`config.mk`:
```
export PLATFORM = sky130hd
export DESIGN_NAME = uart_tx_feeder_flat
export DESIGN_NICKNAME = d
export VERILOG_FILES = /design/src/rtl/uart_tx_feeder_if.sv /design/src/rtl/uart_tx_feeder.sv /design/src/flat_wrapper.sv
export SDC_FILE = /design/constraint.sdc
export NUM_CORES = 1
export LEC_CHECK = 0
export BUFFER_PORTS_ARGS = -buffer_cell sky130_fd_sc_hd__buf_2
export CAP_MARGIN = 20
export CORE_UTILIZATION = 40
export DETAILED_ROUTE_END_ITERATION = 16
export REMOVE_ABC_BUFFERS = 1
export SLEW_MARGIN = 0
export SYNTH_ARGS = -nofsm -noshare
export SYNTH_HDL_FRONTEND = slang
export SYNTH_SLANG_ARGS = --single-unit
```
`constraint.sdc`:
```
create_clock -name hz100 -period 6 [get_ports hz100]
set_input_delay 0.3 -clock hz100 [delete_from_list [all_inputs] [get_ports hz100]]
set_output_delay 0.3 -clock hz100 [all_outputs]
set_load 0.01 [all_outputs]
```
`src/rtl/uart_tx_feeder_if.sv`:
```
// Handshake bundle between user logic, the TX feeder and the board's UART
// transmit pins (txdata/txclk/txready).
interface uart_tx_feeder_if #(
    parameter int AW = 3
);
    logic          wr_en;
    logic [7:0]    wr_data;
    logic          full;
    logic [AW:0]   count;
    logic          overflow;
    logic          busy;
    logic [7:0]    txdata;
    logic          txclk;
    logic          txready;

    modport slave (
        input  wr_en, wr_data, txready,
        output full, count, overflow, busy, txdata, txclk
    );

    modport master (
        output wr_en, wr_data, txready,
        input  full, count, overflow, busy, txdata, txclk
    );
endinterface

```
`src/rtl/uart_tx_feeder.sv`:
```
// Small circular FIFO that queues user bytes and strobes them one at a time
// onto the UART transmit port bank using a txready down/up handshake.
module uart_tx_feeder #(
    parameter int DEPTH = 8,
    parameter int AW    = 3
) (
    input  logic             hz100,
    input  logic             reset,
    uart_tx_feeder_if.slave  bus
);
    typedef enum logic [1:0] {IDLE, STROBE, WAIT_LOW, WAIT_HIGH} state_t;

    localparam logic [AW:0]   FULL_COUNT = DEPTH[AW:0];
    localparam logic [AW:0]   COUNT_ONE  = 1;
    localparam logic [AW-1:0] PTR_ONE    = 1;

    state_t          state_q, state_d;
    logic [7:0]      mem_q [DEPTH];
    logic [AW-1:0]   wrPtr_q, wrPtr_d;
    logic [AW-1:0]   rdPtr_q, rdPtr_d;
    logic [AW:0]     count_q, count_d;
    logic            overflow_q, overflow_d;
    logic [7:0]      txdata_q, txdata_d;
    logic            txclk_q, txclk_d;
    logic            full;
    logic            push;
    logic            pop;

    // Push is judged on the registered fill level only, so a pop on the same
    // edge never makes room for the incoming byte.
    assign full = (count_q == FULL_COUNT);
    assign push = bus.wr_en && !full;

    always_comb begin
        state_d = state_q;
        pop     = 1'b0;
        case (state_q)
            IDLE: begin
                if (count_q != '0 && bus.txready) begin
                    pop     = 1'b1;
                    state_d = STROBE;
                end
            end
            STROBE:    state_d = WAIT_LOW;
            WAIT_LOW:  if (!bus.txready) state_d = WAIT_HIGH;
            WAIT_HIGH: if (bus.txready)  state_d = IDLE;
            default:   state_d = IDLE;
        endcase
    end

    always_comb begin
        wrPtr_d    = wrPtr_q;
        rdPtr_d    = rdPtr_q;
        count_d    = count_q;
        overflow_d = overflow_q;
        txdata_d   = txdata_q;
        txclk_d    = (state_q == STROBE);
        if (push) wrPtr_d = wrPtr_q + PTR_ONE;
        if (pop) begin
            rdPtr_d  = rdPtr_q + PTR_ONE;
            txdata_d = mem_q[rdPtr_q];
        end
        if (push && !pop)      count_d = count_q + COUNT_ONE;
        else if (pop && !push) count_d = count_q - COUNT_ONE;
        if (bus.wr_en && full) overflow_d = 1'b1;
    end

    always_ff @(posedge hz100) begin
        if (reset) begin
            state_q    <= IDLE;
            wrPtr_q    <= '0;
            rdPtr_q    <= '0;
            count_q    <= '0;
            overflow_q <= 1'b0;
            txdata_q   <= 8'h00;
            txclk_q    <= 1'b0;
        end else begin
            state_q    <= state_d;
            wrPtr_q    <= wrPtr_d;
            rdPtr_q    <= rdPtr_d;
            count_q    <= count_d;
            overflow_q <= overflow_d;
            txdata_q   <= txdata_d;
            txclk_q    <= txclk_d;
        end
    end

    always_ff @(posedge hz100) begin
        if (push) mem_q[wrPtr_q] <= bus.wr_data;
    end

    assign bus.full     = full;
    assign bus.count    = count_q;
    assign bus.overflow = overflow_q;
    assign bus.busy     = (state_q != IDLE);
    assign bus.txdata   = txdata_q;
    assign bus.txclk    = txclk_q;
endmodule

```
`src/flat_wrapper.sv`:
```
// flat-port wrapper written by rule: the top's interface ports become plain ports
module uart_tx_feeder_flat 
#(
    parameter int DEPTH = 8,
    parameter int AW    = 3
)
  (hz100, reset, bus_wr_en, bus_wr_data, bus_txready, bus_full, bus_count, bus_overflow, bus_busy, bus_txdata, bus_txclk);
  uart_tx_feeder_if #(.AW(AW)) bus_i ();
  input  logic hz100;
  input  logic reset;
  input wire logic [$bits(bus_i.wr_en)-1:0] bus_wr_en;
  input wire logic [$bits(bus_i.wr_data)-1:0] bus_wr_data;
  input wire logic [$bits(bus_i.txready)-1:0] bus_txready;
  output wire logic [$bits(bus_i.full)-1:0] bus_full;
  output wire logic [$bits(bus_i.count)-1:0] bus_count;
  output wire logic [$bits(bus_i.overflow)-1:0] bus_overflow;
  output wire logic [$bits(bus_i.busy)-1:0] bus_busy;
  output wire logic [$bits(bus_i.txdata)-1:0] bus_txdata;
  output wire logic [$bits(bus_i.txclk)-1:0] bus_txclk;
  assign bus_i.wr_en = bus_wr_en;
  assign bus_i.wr_data = bus_wr_data;
  assign bus_i.txready = bus_txready;
  assign bus_full = bus_i.full;
  assign bus_count = bus_i.count;
  assign bus_overflow = bus_i.overflow;
  assign bus_busy = bus_i.busy;
  assign bus_txdata = bus_i.txdata;
  assign bus_txclk = bus_i.txclk;
  uart_tx_feeder #(.DEPTH(DEPTH), .AW(AW)) u_core (.hz100(hz100), .reset(reset), .bus(bus_i));
endmodule
```
==> out/qor.txt <==
Num CTS Buffers: 9
clock root cell: sky130_fd_sc_hd__clkbuf_8
beginning of the worst register-to-register path: u_core.bus.count[0]
number of clock sinks: 86
max_slew headroom: 38.0%
number of antenna violations at the first check in global routing: 0
Placement Cell Area: 3700 sq um
cts hold-fix bufs: 0
horizontal die dimension: 94.7 microns
critical path peak fanout: 6
RSZ-0062 raised after global routing: no
fin. max-slew vios: 0
total of max-cap violations: 0
synthesis-stage register bit count: 86
Filler Cell Count: 747
Mean Syn Cell Area: 16.1 sq um
routability congestion estimate from global placement: 0.695
number of flops mapped to enable cells by yosys: 64
path category of the worst min-delay check: in -> reg
largest cells by area after synthesis: sky130_fd_sc_hd__edfxtp_1 (56%), sky130_fd_sc_hd__dfxtp_1 (13%), sky130_fd_sc_hd__mux4_2 (10%)
layout cell share with drive strength beyond 1: 29.1%
most used standard cell by instance count after synthesis: sky130_fd_sc_hd__edfxtp_1
placeable core region: 8260 sq um
final setup fails: 0
area share of the largest cell type after synthesis: 55.9%
sequential element share of the synthesized area: 68.7%
area of the die: 8980 sq um
post-route antenna net violation count: 0
maximum clock frequency: 0.340 GHz
clock latency of the later-clocked register in the worst-skew pair: 0.36 ns
period utilisation layout: 49.0%
clock buffer depth: 2
vias in the first global route: 1842
port bufs: 27
row count: 33
clock tree skew after final layout: 0.0108 ns
number of I/O pins: 28
DRC Markers: 0
leakage dissipation: 1.38 nW
clock tree from TritonCTS: done
launch point of the worst path: u_core.bus.count[0]
kind of start point of the critical path: flip-flop
overflow left after global routing: 0
Reg2Reg Capture Point: u_core.bus.count[3]
Min Clock Period, post-route: 2.94 ns
worst endpoint data arrival time: 3.19 ns
post-synthesis cell area: 3440 sq um
DRT Wirelength: 6240 microns
Vert. Die Dim: 94.7 microns
FF-to-FF setup slack: 3.06 ns
Crit Path Class: reg -> reg
first-pass iteration count of the detailed router: 6
effective utilization at floorplan: 41.7%
Least-Margin Pin Slew: 0.927 ns
tightest hold margin: 0.205 ns
first-pass GRT wire length: 9690 microns
CTS clk-pin slew, worst paths: 0.10 ns
Critical path destination: u_core.bus.count[3]
number of warnings printed during yosys synthesis: 0
type of element capturing the critical path: flip-flop
Total Nets Final: 269
pwr dens: 444 nW/um^2
dpl hpwl: 3870 microns
Final Cell Area: 3910 sq um
via count normalized by instance count: 5.08
most instantiated cells after synthesis: sky130_fd_sc_hd__edfxtp_1 (64), sky130_fd_sc_hd__nor2_1 (27), sky130_fd_sc_hd__dfxtp_1 (22)
largest voltage drop on the vdd net: 0.168 mV
GRT Resource Usage Total: 15.4%
most used flip-flop cell after synthesis: sky130_fd_sc_hd__edfxtp_1
H-tree depth: 3
area growth from synthesis to layout: 13.6%
share of synthesized registers carrying an async set or reset: 0%
cells after synthesis: 214
1st-iter DRT viols: 66
result of the run: complete, no violations
length in cells of the worst reg-to-reg path: 10
CP Data Required Time: 6.25 ns
count of vias placed by the detailed router: 1810
endpoints failing hold: 0
cell taking the most area after synthesis: sky130_fd_sc_hd__edfxtp_1
post-route setup TNS: 0 ns
maximum number of pins on one net before global-route repair: 24
Netlist cell types: 32
post-CTS setup buffer count: 0
Power, Total: 1.74 mW
post-cts resize count: 0
average detailed-routed wire length per instance: 17.5 microns
diodes inserted: 0
-- cell usage in the layout (no fill, tap or decap), types with 2 or more instances in the layout --
master,instances
sky130_fd_sc_hd__buf_4,2
sky130_fd_sc_hd__mux4_2,16
sky130_fd_sc_hd__nand2b_1,2
sky130_fd_sc_hd__ha_1,10
sky130_fd_sc_hd__mux2i_1,3
sky130_fd_sc_hd__nor2_1,27
sky130_fd_sc_hd__inv_1,8
sky130_fd_sc_hd__nand3_2,2
sky130_fd_sc_hd__xor2_1,2
sky130_fd_sc_hd__clkinv_4,2
sky130_fd_sc_hd__xnor2_1,4
sky130_fd_sc_hd__nor3_1,8
sky130_fd_sc_hd__o22ai_1,8
sky130_fd_sc_hd__clkbuf_8,9
sky130_fd_sc_hd__inv_6,2
sky130_fd_sc_hd__nor3_2,4
sky130_fd_sc_hd__nor2b_1,2
sky130_fd_sc_hd__a21oi_1,4
sky130_fd_sc_hd__nand2_1,6
sky130_fd_sc_hd__nand3_1,3
sky130_fd_sc_hd__edfxtp_1,64
sky130_fd_sc_hd__buf_2,27
sky130_fd_sc_hd__dfxtp_1,22
-- worst min path at each step --
stage                        startpoint  slack (ns)                   to  depth (start not counted)
detailed placement  u_core.bus.overflow        0.46  u_core.bus.overflow                          2
floorplan                         reset        0.36    u_core.state_q[0]                          1
global route             bus_wr_data[4]        0.21   u_core.mem_q[7][4]                          1
CTS                      bus_wr_data[4]        0.19   u_core.mem_q[4][4]                          1
global placement    u_core.bus.overflow        0.44  u_core.bus.overflow                          2
finish                   bus_wr_data[2]        0.21   u_core.mem_q[4][2]                          1
-- worst max-delay path, cell delays in order, from the launching register on --
cell and delay (ns):
sky130_fd_sc_hd__dfxtp_1 0.39, sky130_fd_sc_hd__or4b_1 0.60, sky130_fd_sc_hd__nand2_1 0.27, sky130_fd_sc_hd__inv_1 0.15, sky130_fd_sc_hd__ha_1 0.21, sky130_fd_sc_hd__inv_1 0.14, sky130_fd_sc_hd__ha_1 0.29, sky130_fd_sc_hd__a21oi_1 0.18
sky130_fd_sc_hd__a211oi_1 0.10, sky130_fd_sc_hd__a31oi_1 0.16, sky130_fd_sc_hd__mux2_2 0.35
-- logic make-up after synthesis --
logic type                 after synthesis  synth area share [%]
buffers and inverters                   16                  2.22
adders and majority gates               11                  4.22
and+or+nand+nor                         59                  8.33
muxes                                   20                  11.7
AOI/OAI and AO/OA                       16                  3.38
xor gates and xnor gates                 6                  1.53
DFF                                     86                  68.7
-- through the flow --
step | worst slack (ns) | instances | utilization (%)
5_1_grt | 2.91 | 356 | 47.3
6_report | 3.06 | 356 | 47.3
3_5_place_dp | 3.11 | 340 | 44.8
4_1_cts | 3.09 | 356 | 47.3
3_3_place_gp | 3.17 | 340 | 44.8
2_1_floorplan | 3.37 | 206 | -
-- layer usage --
| metal | wire [microns] | share of wire (%) | global-route usage, % |
|---|---|---|---|
| met2 | 2940 | 47 | 24.1 |
| met5 | 0 | 0 | 0 |
| met1 | 3030 | 48 | 20.4 |
| met4 | 126 | 2.0 | 7.83 |
| met3 | 145 | 2.3 | 3.14 |
-- state kept, by name, summed over array words and instances (netlist names) --
signal / cells
u_core.bus.count: 4
u_core.bus.overflow: 1
u_core.bus.txclk: 1
u_core.bus.txdata: 8
u_core.mem_q: 64
u_core.rdPtr_q: 3
u_core.state_q: 2
u_core.wrPtr_q: 3
-- where the power goes --
group / internal (mW) / total, mW / leakage (nW) / switching [mW]
registers: 0.717 / 0.776 / 0.761 / 0.0582
logic: 0.257 / 0.542 / 0.514 / 0.285
clock network: 0.199 / 0.419 / 0.106 / 0.219
total: 1.17 / 1.74 / 1.38 / 0.563
-- final cells by class --
class,instances,area (sq um),area share (%)
multi-input combinational,112,1030,26.3
tap,105,131,3.36
clock buffer,9,124,3.17
sequential,86,2360,60.5
timing repair buffer,29,150,3.84
inverter,8,30.0,0.768
clock inverter,7,81.3,2.08
Note: power is estimated with default switching activity, not from simulation.
